===== src/rtl/dread.sv =====
// dread: walks the SDRAM sample ring from oldest to newest word under a credit limit
// and streams the returned words out through a first-word fall-through buffer.
// Optional feature macro: DREAD_ABORT_EN (rd_abort port plus FLUSH state).
module dread #(
   parameter int unsigned DEPTH = 16
) (
   input  logic        sdram_clk,
   input  logic        sdram_rst,
   input  logic        rd_start,
   input  logic [31:0] rd_start_idx,
   input  logic [31:0] rd_len,
   input  logic [31:0] sample_last_cnt,
   output logic        rd_req,
   output logic [31:0] rd_addr,
   input  logic        rd_valid,
   input  logic        rd_data_valid,
   input  logic [15:0] rd_data,
   output logic [15:0] dout,
   output logic        dout_valid,
   input  logic        dout_ready,
   output logic        rd_busy,
   output logic        rd_done,
   output logic        rd_err
`ifdef DREAD_ABORT_EN
   ,
   input  logic        rd_abort
`endif
);

   localparam int unsigned AW = $clog2(DEPTH);
   localparam int unsigned CW = AW + 1;
   localparam int unsigned SW = CW + 1;

   typedef enum logic [1:0] {
      IDLE  = 2'd0,
      ISSUE = 2'd1,
      DRAIN = 2'd2
`ifdef DREAD_ABORT_EN
      ,
      FLUSH = 2'd3
`endif
   } state_t;

   state_t        state;
   logic [CW-1:0] outstanding;
   logic [CW-1:0] fifo_cnt;
   logic [31:0]   remaining;
   logic [AW-1:0] wr_ptr;
   logic [AW-1:0] rd_ptr;
   logic [15:0]   mem [DEPTH];

   logic          abort_c;
   logic          discard_c;
   logic [SW-1:0] inflight_c;
   logic          accept_c;
   logic          ret_ok_c;
   logic          push_c;
   logic          pop_c;
   logic [CW-1:0] out_nxt;
   logic [CW-1:0] cnt_nxt;
   logic          unused_idx_c;

   // Abort gates the request in the same cycle; returns are dropped while flushing.
`ifdef DREAD_ABORT_EN
   assign abort_c   = rd_abort & ((state == ISSUE) | (state == DRAIN));
   assign discard_c = abort_c | (state == FLUSH);
`else
   assign abort_c   = 1'b0;
   assign discard_c = 1'b0;
`endif

   assign inflight_c = SW'(outstanding) + SW'(fifo_cnt);
   assign rd_req     = (state == ISSUE) & (inflight_c < SW'(DEPTH)) & ~abort_c;
   assign accept_c   = rd_req & rd_valid;
   assign ret_ok_c   = rd_data_valid & (outstanding != '0);
   assign push_c     = ret_ok_c & ~discard_c;
   assign pop_c      = dout_valid & dout_ready;

   assign dout_valid   = (fifo_cnt != '0);
   assign dout         = mem[rd_ptr];
   assign rd_busy      = (state != IDLE);
   assign unused_idx_c = ^rd_start_idx[31:30];

   // Next counter values; simultaneous increment and decrement cancel.
   always_comb begin
      out_nxt = outstanding;
      if (accept_c && !ret_ok_c)
         out_nxt = outstanding + CW'(1);
      else if (!accept_c && ret_ok_c)
         out_nxt = outstanding - CW'(1);
      cnt_nxt = fifo_cnt;
      if (push_c && !pop_c)
         cnt_nxt = fifo_cnt + CW'(1);
      else if (!push_c && pop_c)
         cnt_nxt = fifo_cnt - CW'(1);
   end

   always_ff @(posedge sdram_clk) begin
      if (sdram_rst) begin
         state       <= IDLE;
         rd_addr     <= '0;
         remaining   <= '0;
         outstanding <= '0;
         fifo_cnt    <= '0;
         wr_ptr      <= '0;
         rd_ptr      <= '0;
         rd_done     <= 1'b0;
         rd_err      <= 1'b0;
         for (int i = 0; i < int'(DEPTH); i++)
            mem[i] <= '0;
      end else begin
         rd_done     <= 1'b0;
         outstanding <= out_nxt;
         if (rd_data_valid && (outstanding == '0))
            rd_err <= 1'b1;

         if (abort_c) begin
            fifo_cnt <= '0;
            wr_ptr   <= '0;
            rd_ptr   <= '0;
         end else begin
            fifo_cnt <= cnt_nxt;
            if (push_c) begin
               mem[wr_ptr] <= rd_data;
               wr_ptr      <= wr_ptr + AW'(1);
            end
            if (pop_c)
               rd_ptr <= rd_ptr + AW'(1);
         end

         // Ring walk: wrap to index 0 after the last ring word.
         if (accept_c) begin
            remaining <= remaining - 32'd1;
            if ({2'b00, rd_addr[31:2]} == sample_last_cnt)
               rd_addr <= '0;
            else
               rd_addr <= rd_addr + 32'd4;
         end

         case (state)
            IDLE: begin
               if (rd_start) begin
                  if (rd_len != 32'd0) begin
                     remaining <= rd_len;
                     rd_addr   <= {rd_start_idx[29:0], 2'b00};
                     state     <= ISSUE;
                  end else begin
                     rd_done <= 1'b1;
                  end
               end
            end
            ISSUE: begin
`ifdef DREAD_ABORT_EN
               if (abort_c)
                  state <= FLUSH;
               else
`endif
               if (accept_c && (remaining == 32'd1))
                  state <= DRAIN;
            end
            DRAIN: begin
`ifdef DREAD_ABORT_EN
               if (abort_c)
                  state <= FLUSH;
               else
`endif
               if ((out_nxt == '0) && (cnt_nxt == '0)) begin
                  rd_done <= 1'b1;
                  state   <= IDLE;
               end
            end
`ifdef DREAD_ABORT_EN
            FLUSH: begin
               if (outstanding == '0)
                  state <= IDLE;
            end
`endif
            default: state <= IDLE;
         endcase
      end
   end

endmodule


===== config.mk =====
export PLATFORM = sky130hd
export DESIGN_NAME = dread
export DESIGN_NICKNAME = d
export VERILOG_FILES = /design/src/rtl/dread.sv
export SDC_FILE = /design/constraint.sdc
export NUM_CORES = 1
export LEC_CHECK = 0
export ABC_AREA = 1
export BUFFER_PORTS_ARGS = -buffer_cell sky130_fd_sc_hd__buf_2
export CORE_MARGIN = 3
export CORE_UTILIZATION = 28
export CTS_BUF_LIST = sky130_fd_sc_hd__clkbuf_2
export CTS_CLUSTER_SIZE = 20
export DETAILED_ROUTE_END_ITERATION = 7
export PLACE_DENSITY_LB_ADDON = 0.2
export REMOVE_ABC_BUFFERS = 1
export SYNTH_ARGS = -nofsm -noshare
export SYNTH_HDL_FRONTEND = slang
export SYNTH_SLANG_ARGS = --single-unit
export TNS_END_PERCENT = 20

===== constraint.sdc =====
create_clock -name sdram_clk -period 6.55 [get_ports sdram_clk]
set_input_delay 0.9825 -clock sdram_clk [delete_from_list [all_inputs] [get_ports sdram_clk]]
set_output_delay 0.9825 -clock sdram_clk [all_outputs]
set_load 0.01 [all_outputs]

Word level (Yosys, flattened, before mapping)
Memories as Yosys holds them, arrays and structs flattened. A register that Yosys moved wholly into a read port is not among the register bits.
Cells that the tools add are included.
{"block": "word_totals", "memories": 1, "regBits": 86, "inputBits": 118, "output_inout_bits": 53, "ramBits": 256}
{"memory": "mem", "depth": 16, "width": 16, "rd": 1, "rd_clocked_by_memory_dff": 1, "wr": 16, "line": "50", "text": "logic [15:0] mem [DEPTH];"}
{"block": "op_classes", "reduce_logical": 20, "muxes": 32, "add_sub_neg": 9, "n_lt_le_gt_ge": 1, "bitwise": 4, "n_eq_ne": 8}
{"op": "$mux 32", "n": 9}
{"op": "$add 32x3->32 const B", "n": 1}
{"op": "$eq 30x32->1", "n": 1}
{"op": "$eq 32x1->1 const B", "n": 1}
{"op": "$reduce_bool 32->1", "n": 1}
{"op": "$sub 32x1->32 const B", "n": 1}
{"op": "$mux 5", "n": 4}
{"op": "$mux 16", "n": 1}
{"op": "$reduce_or 16->1", "n": 1}
{"op": "$logic_not 5->1", "n": 3}
{"op": "$mux 4", "n": 3}
{"op": "$add 5x1->5 const B", "n": 2}
{"op": "$reduce_bool 5->1", "n": 2}
{"op": "$sub 5x1->5 const B", "n": 2}
{"op": "$mux 1", "n": 9}
{"op": "$add 4x1->4 const B", "n": 2}
{"op": "$mux 2", "n": 4}
{"op": "$logic_and 1x1->1", "n": 7}
{"op": "$add 5x5->6", "n": 1}
{"op": "$lt 6x5->1 const B", "n": 1}
{"op": "$ne 2x2->1 const B", "n": 3}
{"op": "$pmux 2 s3", "n": 1}
{"op": "$and 1x1->1", "n": 4}
{"op": "$reduce_and 4->1", "n": 1}
{"op": "7 further kinds", "n": 9}

Logic depth before layout (Yosys ltp)
Gate-level depths: netlist of run 1.
{"block": "logic_depth", "word_depth": 12, "depth_mapped": 17, "depth_no_buf": 16}

Worst setup path before layout of run 1
No wires, ideal clock.
{"block": "synth_path", "kind": "input to register", "from": "in sdram_rst", "to": "mem mem[0][0], enable pin", "arrival_time_ns": 2.402, "path_stages": 7, "required_time_ns": 6.178, "n_path_buf": 2, "slack_ns": 3.776, "cell_sequence": "clkbuf_1 -> nor2_2 -> inv_1 -> nor2_2 -> nand2_1 -> clkbuf_1 -> nand2_1"}
{"element": "from (decl)", "line": "8", "text": "input logic sdram_rst,"}
{"element": "to (decl)", "line": "50"}

==> flow_summary.json, run 1 <==
{
  "synth_seq_area_share": 0.545,
  "dr_wl_met3_um": 3190,
  "pwr-share-clk": 0.263,
  "fmax_mhz": 224,
  "synth_xor_area_frac": 0.0191,
  "placement.io_buffers": 168,
  "met2_length_um": 24900,
  "ys_types": 47,
  "drv_cap": 0,
  "crit_path_max_fanout": 111,
  "cts.clk_slew.worst_paths_ps": 100,
  "avgSynthCellArea_um2": 8.92,
  "wire_per_inst_um": 17.3,
  "drtIter0Drc": 890,
  "fin_crit_sh": 0.681,
  "seqPwrFrac": 0.454,
  "synthAdderAreaFrac": 0.0115,
  "slew_violations": 0,
  "critPathArrivalTime_ps": 3480,
  "async_flop_share": 0,
  "fp.dieW_um": 255,
  "syn_area_um2": 17400,
  "overflow": 0,
  "end_kind": "primary output",
  "synth.area.mux_share": 0.0368,
  "cts_sinks": 346,
  "insertion_delay_ps": 1040,
  "worst_pin_slew_ps": 1190,
  "synth_cells": 1951,
  "synth_compound_area_frac": 0.117,
  "cts_root_buf": "clkbuf_2",
  "drive_above_1_share": 0.169,
  "cts_tree": "built",
  "firstDrtPassIters": 5,
  "initial_utilization": 0.286,
  "status": "complete, no violations",
  "gp_congestion": 0.847,
  "p_switching_mw": 2.20,
  "hold_class": "input port to flip-flop",
  "antenna_found_initial": 6,
  "num_vias": 14300,
  "p_int_mw": 3.73,
  "synth_top_family_by_area": "simple AND/OR/NAND/NOR gates",
  "grt_pass1_wl_um": 79500,
  "viasPerCell": 4.73,
  "combPwrFrac": 0.284,
  "relSlewSlack": 0.201,
  "path_class": "flip-flop to primary output",
  "min_path_cells": 3,
  "ys_ff_latch": 346,
  "cts.repair.resized": 0,
  "p_per_area_nw_per_um2": 299,
  "cts.path.max_buffers": 3,
  "skew_ps": 107,
  "postCtsSetupBuffers": 0,
  "ys.flop_type": "edfxtp_1",
  "fp.dieH_um": 255,
  "core_um2": 60900,
  "p_leak_nw": 8.22,
  "yosysTopAreaCell": "edfxtp_1",
  "h-tree-depth": 3,
  "wl_met1_um": 23100,
  "grt_max_degree": 112,
  "nets": 2258,
  "ctsHoldBuffers": 0,
  "grt_pass1_vias": 14000,
  "hpwl_um": 33800,
  "area_delta_synth_final_pct": 13.9,
  "rsz0062_at_grt": "no",
  "grt_use_total": 0.159,
  "final_hold_viol_count": 0,
  "wirelength_um": 52400,
  "dieArea_um2": 65200,
  "cts_made_buffers": 93,
  "post-place-ws_ps": 2450,
  "ff2ff_setup_slack_ps": 2770,
  "start_kind": "flip-flop",
  "synthSimpleGateAreaFrac": 0.201,
  "yosysTopAreaCellShare": 0.442,
  "rr_worst_depth": 9,
  "tns_ps": 0,
  "synth_area_leaders": "edfxtp_1, dfxtp_1, nor2_1",
  "swShare": 0.371,
  "setup_viol": 0,
  "peakVddDrop_mv": 0.234,
  "yosysWarnings": 0,
  "synth-edff-count": 256,
  "period_needed_ps": 4460,
  "antenna_left": 0,
  "io_pins": 171,
  "critPathRequiredTime_ps": 5570,
  "fp-row-count": 90,
  "dr.max_layer_used": "met5",
  "drc_errors": 0,
  "setup_slack_ps": 2090
}
## logic make-up (layout without fill, tap and decap cells)
family	count (synthesis)	count (layout)
AOI/OAI and AO/OA	352	352
and+or+nand+nor	823	823
muxes	64	64
other	0	5
buffers and inverters	312	550
DFF	346	346
adders and majority gates	16	16
xor gates and xnor gates	38	38
## worst paths after layout
check / from / end
setup / recovery: flip-flop / dout[8]
hold / removal: rd_start_idx[3] / rd_addr[5]$_SDFF_PP0_
setup reg to reg: outstanding[0]$_SDFF_PP0_ / mem[5][12]$_SDFFCE_PN0P_
hold reg to reg: rd_addr[1]$_SDFF_PP0_ / rd_addr[1]$_SDFF_PP0_
## registers in the layout (all words and copies together) (netlist names), named ones only
signal / flops
mem: 256
rd_addr: 32
remaining: 32
fifo_cnt: 5
outstanding: 5
rd_ptr: 4
wr_ptr: 4
state: 2
rd_done: 1
rd_err: 1
## cell usage after synthesis, types with 2 or more instances
| cell | count |
|---|---|
| a21oi_1 | 118 |
| a31oi_1 | 9 |
| buf_1 | 15 |
| buf_2 | 14 |
| buf_6 | 2 |
| clkbuf_1 | 75 |
| clkinv_1 | 2 |
| dfxtp_1 | 90 |
| edfxtp_1 | 256 |
| ha_1 | 16 |
| inv_1 | 200 |
| inv_2 | 4 |
| mux2i_1 | 64 |
| nand2_1 | 262 |
| nand2_2 | 3 |
| nand3_1 | 110 |
| nand3b_1 | 6 |
| nand4_1 | 24 |
| nor2_1 | 366 |
| nor2_2 | 11 |
| nor2_4 | 3 |
| nor3_1 | 13 |
| nor4_1 | 13 |
| o211ai_1 | 79 |
| o21ai_0 | 125 |
| o21ai_1 | 2 |
| o21bai_1 | 4 |
| o221ai_1 | 4 |
| o22ai_1 | 3 |
| or2_2 | 5 |
| xnor2_1 | 14 |
| xor2_1 | 24 |
## metal layers
metal  global-route usage  vias to the layer above
met5                    0                        -
met4               0.0466                        2
met3               0.0391                       91
met2                0.270                      395
met1                0.202                     6801
li1                     -                     7018
## area by class of cell
| cell class | instances | area, um2 |
|---|---|---|
| Antenna cell | 5 | 12.5 |
| Clock buffer | 148 | 741 |
| Clock inverter | 12 | 76.3 |
| Fill cell | 6496 | 41100 |
| Inverter | 206 | 773 |
| Multi-Input combinational cell | 1293 | 6710 |
| Sequential cell | 346 | 9490 |
| Tap cell | 828 | 1040 |
| Timing Repair Buffer | 184 | 973 |
## critical path, stage by stage (launching register included)
cell      delay (ps)
dfxtp_4         1050
buf_12           480
mux2i_1          150
o211ai_1         220
nand3_1          210
nand2_1          130
buf_2            160
## cells in the final DEF, fill, tap and decap left out, types with 88 or more instances in the layout
| master | n |
|---|---|
| dfxtp_1 | 88 |
| nand3_1 | 110 |
| clkbuf_2 | 148 |
| inv_1 | 199 |
| a21oi_1 | 118 |
| nand2_1 | 262 |
| buf_2 | 168 |
| edfxtp_1 | 256 |
| nor2_1 | 366 |
| o21ai_0 | 125 |
## per-stage QoR
| step | instance area [um2] | utilization | power [mW] | instances | hold WS (ps) |
|---|---|---|---|---|---|
| floorplan | 17000 | - | 3.88 | 1845 | 452 |
| global placement | 19000 | 0.312 | 4.42 | 2857 | 432 |
| detailed placement | 19000 | 0.312 | 4.44 | 2857 | 435 |
| CTS | 19800 | 0.325 | 6.01 | 3017 | 21.3 |
| global route | 19800 | 0.325 | 6.33 | 3020 | 41.6 |
| finish | 19800 | 0.325 | 5.93 | 3022 | 196 |
## power groups by stage
stage	combinational [mW]	clock (mW)	sequential, mW
after CTS	1.70	1.62	2.69
after detailed placement	1.70	0	2.74
after global routing	1.89	1.72	2.72
after global placement	1.69	0	2.74
final	1.68	1.56	2.69
after floorplan	1.09	0	2.79
(Power assumes the default switching activity.)
==> inputs of run 2 (changes only) <==
- ABC_AREA: 1 -> 0
- clock period: 6.55 -> 4.3 ns (I/O delays scaled with it)
==> flow_summary.json, run 2 <==
{
  "status": "complete, no violations",
  "rsz0062_at_grt": "no",
  "peakVddDrop_mv": 0.155,
  "yosysTopAreaCellShare": 0.455,
  "syn_area_um2": 16900,
  "ys_types": 64,
  "dieArea_um2": 63400,
  "overflow": 0,
  "firstDrtPassIters": 5,
  "path_class": "flip-flop to primary output",
  "yosysTopAreaCell": "edfxtp_1",
  "num_vias": 11500,
  "swShare": 0.320,
  "setup_viol": 0,
  "io_pins": 171,
  "synth-edff-count": 256,
  "gp_congestion": 0.753,
  "grt_pass1_vias": 12300,
  "grt_pass1_wl_um": 72200,
  "insertion_delay_ps": 1060,
  "fmax_mhz": 257,
  "fp-row-count": 89,
  "p_per_area_nw_per_um2": 410,
  "design_area_um2": 20300,
  "relSlewSlack": 0.304,
  "p_switching_mw": 2.66,
  "ys_ff_latch": 346,
  "cts_sinks": 346,
  "synthTopCellsByCount": "and2_1, edfxtp_1, nor2_1",
  "placed_cell_area_um2": 18600,
  "mostFrequentLayoutCells": "and2_1, edfxtp_1, buf_2",
  "drtIter0Drc": 448,
  "holdWs_ps": 222,
  "worst_pin_slew_ps": 1040,
  "placement.io_buffers": 168,
  "postLayoutCoreUtil": 0.342,
  "largest-register": "mem",
  "viasPerCell": 4.69,
  "core_um2": 59400,
  "largest_register_ffs": 256,
  "fp.dieH_um": 252,
  "hold_class": "input port to flip-flop",
  "yosysWarnings": 0,
  "h-tree-depth": 3,
  "cts_root_buf": "clkbuf_2",
  "wirelength_um": 46500,
  "ctsHoldBuffers": 82,
  "drive_above_1_share": 0.275,
  "layout_commonest_cell": "and2_1",
  "min_path_cells": 4,
  "crit_path_max_fanout": 23,
  "wire_per_inst_um": 18.9,
  "postCtsSetupBuffers": 0,
  "antenna_found_initial": 2,
  "reg.largest.list": "mem (256), rd_addr (32), remaining (32)",
  "nets": 1755,
  "grt_max_degree": 55,
  "ys.flop_type": "edfxtp_1",
  "synth_cells": 1337,
  "antenna_left": 0,
  "rr_endpoint": "rd_addr[22]$_SDFF_PP0_",
  "p_int_mw": 5.66,
  "synth_seq_area_share": 0.561,
  "pwr-share-clk": 0.286,
  "skew_ps": 103,
  "drv_cap": 0,
  "r2r-start": "outstanding[4]$_SDFF_PP0_",
  "cts_made_buffers": 94,
  "yosysMostFrequentCell": "and2_1",
  "synth_area_leaders": "edfxtp_1, dfxtp_1, mux4_2",
  "seqPwrFrac": 0.483,
  "end_kind": "primary output",
  "area_delta_synth_final_pct": 20.1,
  "drc_errors": 0,
  "start_kind": "flip-flop",
  "power_mw": 8.32,
  "fin_crit_sh": 0.904,
  "hp-start": "rd_data_valid",
  "combPwrFrac": 0.231,
  "hpwl_um": 30800,
  "avgSynthCellArea_um2": 12.7,
  "p_leak_nw": 7.68,
  "initial_utilization": 0.285,
  "rr_worst_depth": 7,
  "cts.clk_slew.worst_paths_ps": 90,
  "async_flop_share": 0,
  "cts_tree": "built",
  "tns_ps": 0,
  "slew_violations": 0,
  "ff2ff_setup_slack_ps": 990,
  "critPathRequiredTime_ps": 3650,
  "fp.dieW_um": 252,
  "hold_end": "wr_ptr[1]$_SDFFE_PP0P_",
  "cts.repair.resized": 0,
  "period_needed_ps": 3890,
  "final_hold_viol_count": 0,
  "critPathArrivalTime_ps": 3240,
  "cts.path.max_buffers": 3,
  "grt_use_total": 0.148
}
-- run 2: cell types whose count changed in the layout (fill, tap and decap cells not counted), sizes merged, moves of 34 or more --
cell / change
a21oi: -103
o211ai: -76
a211oi: +34
mux2i: -61
nor2: -280
and2: +257
nand2: -231
nand3: -80
dlygate4sd3: +82
inv: -183
mux4: +80
o21ai: -110
-- run 2: stage by stage --
stage / std cells / setup WS, ps
6_report: 2460 / 413
5_1_grt: 2460 / 74.0
4_1_cts: 2459 / 112
3_5_place_dp: 2216 / 997
3_3_place_gp: 2216 / 1040
2_1_floorplan: 1248 / -225
-- run 2: per-layer routing --
layer	vias up	GRT usage	share of wire
met5	-	0	0.00028
met4	2	0.0485	0.025
met3	93	0.0367	0.051
met2	300	0.254	0.49
met1	5612	0.182	0.43
li1	5538	-	-
-- run 2: how the worst max path moves through the flow --
stage                                    from                endpoint  cells after the start
floorplan                           flip-flop                 dout[0]                      2
global placement    outstanding[4]$_SDFF_PP0_  rd_addr[31]$_SDFF_PP0_                      7
detailed placement  outstanding[4]$_SDFF_PP0_  rd_addr[25]$_SDFF_PP0_                      7
CTS                                 flip-flop                dout[10]                      4
global route                        flip-flop                dout[10]                      4
finish                              flip-flop                dout[10]                      4
-- run 2: area by class of cell --
| type | instances | area, um2 |
|---|---|---|
| inverters | 19 | 71.3 |
| well taps | 773 | 967 |
| diodes | 1 | 2.50 |
| clock buffers | 144 | 721 |
| fillers | 5963 | 39000 |
| repair buffers | 277 | 1920 |
| multi-input cells | 883 | 7020 |
| flip-flops and latches | 346 | 9490 |
| clock inverters | 17 | 118 |
-- run 2: logic make-up (layout without fill, tap and decap cells) --
logic type / count (synthesis) / in the layout / synth area share
simple gates: 577 / 577 / 0.198
xor+xnor: 91 / 91 / 0.0471
buf+inv: 108 / 457 / 0.0262
compound gates: 115 / 115 / 0.0470
fa+ha+maj: 16 / 16 / 0.0118
other cells: 0 / 1 / 0
mux: 84 / 84 / 0.109
flops: 346 / 346 / 0.561
-- run 2: power groups by stage --
stage / clock (mW) / sequential (mW) / combinational (mW)
after floorplan: 0 / 4.12 / 1.17
after global placement: 0 / 4.10 / 1.88
after detailed placement: 0 / 4.10 / 1.89
after CTS: 2.52 / 4.03 / 1.96
after global routing: 2.68 / 4.06 / 2.10
final: 2.38 / 4.02 / 1.92
-- run 2: worst max-delay path: stages, from the launching register on --
cell and delay (ps):
dfxtp_4 680, buf_12 300, mux4_2 580, mux4_2 510, buf_2 160
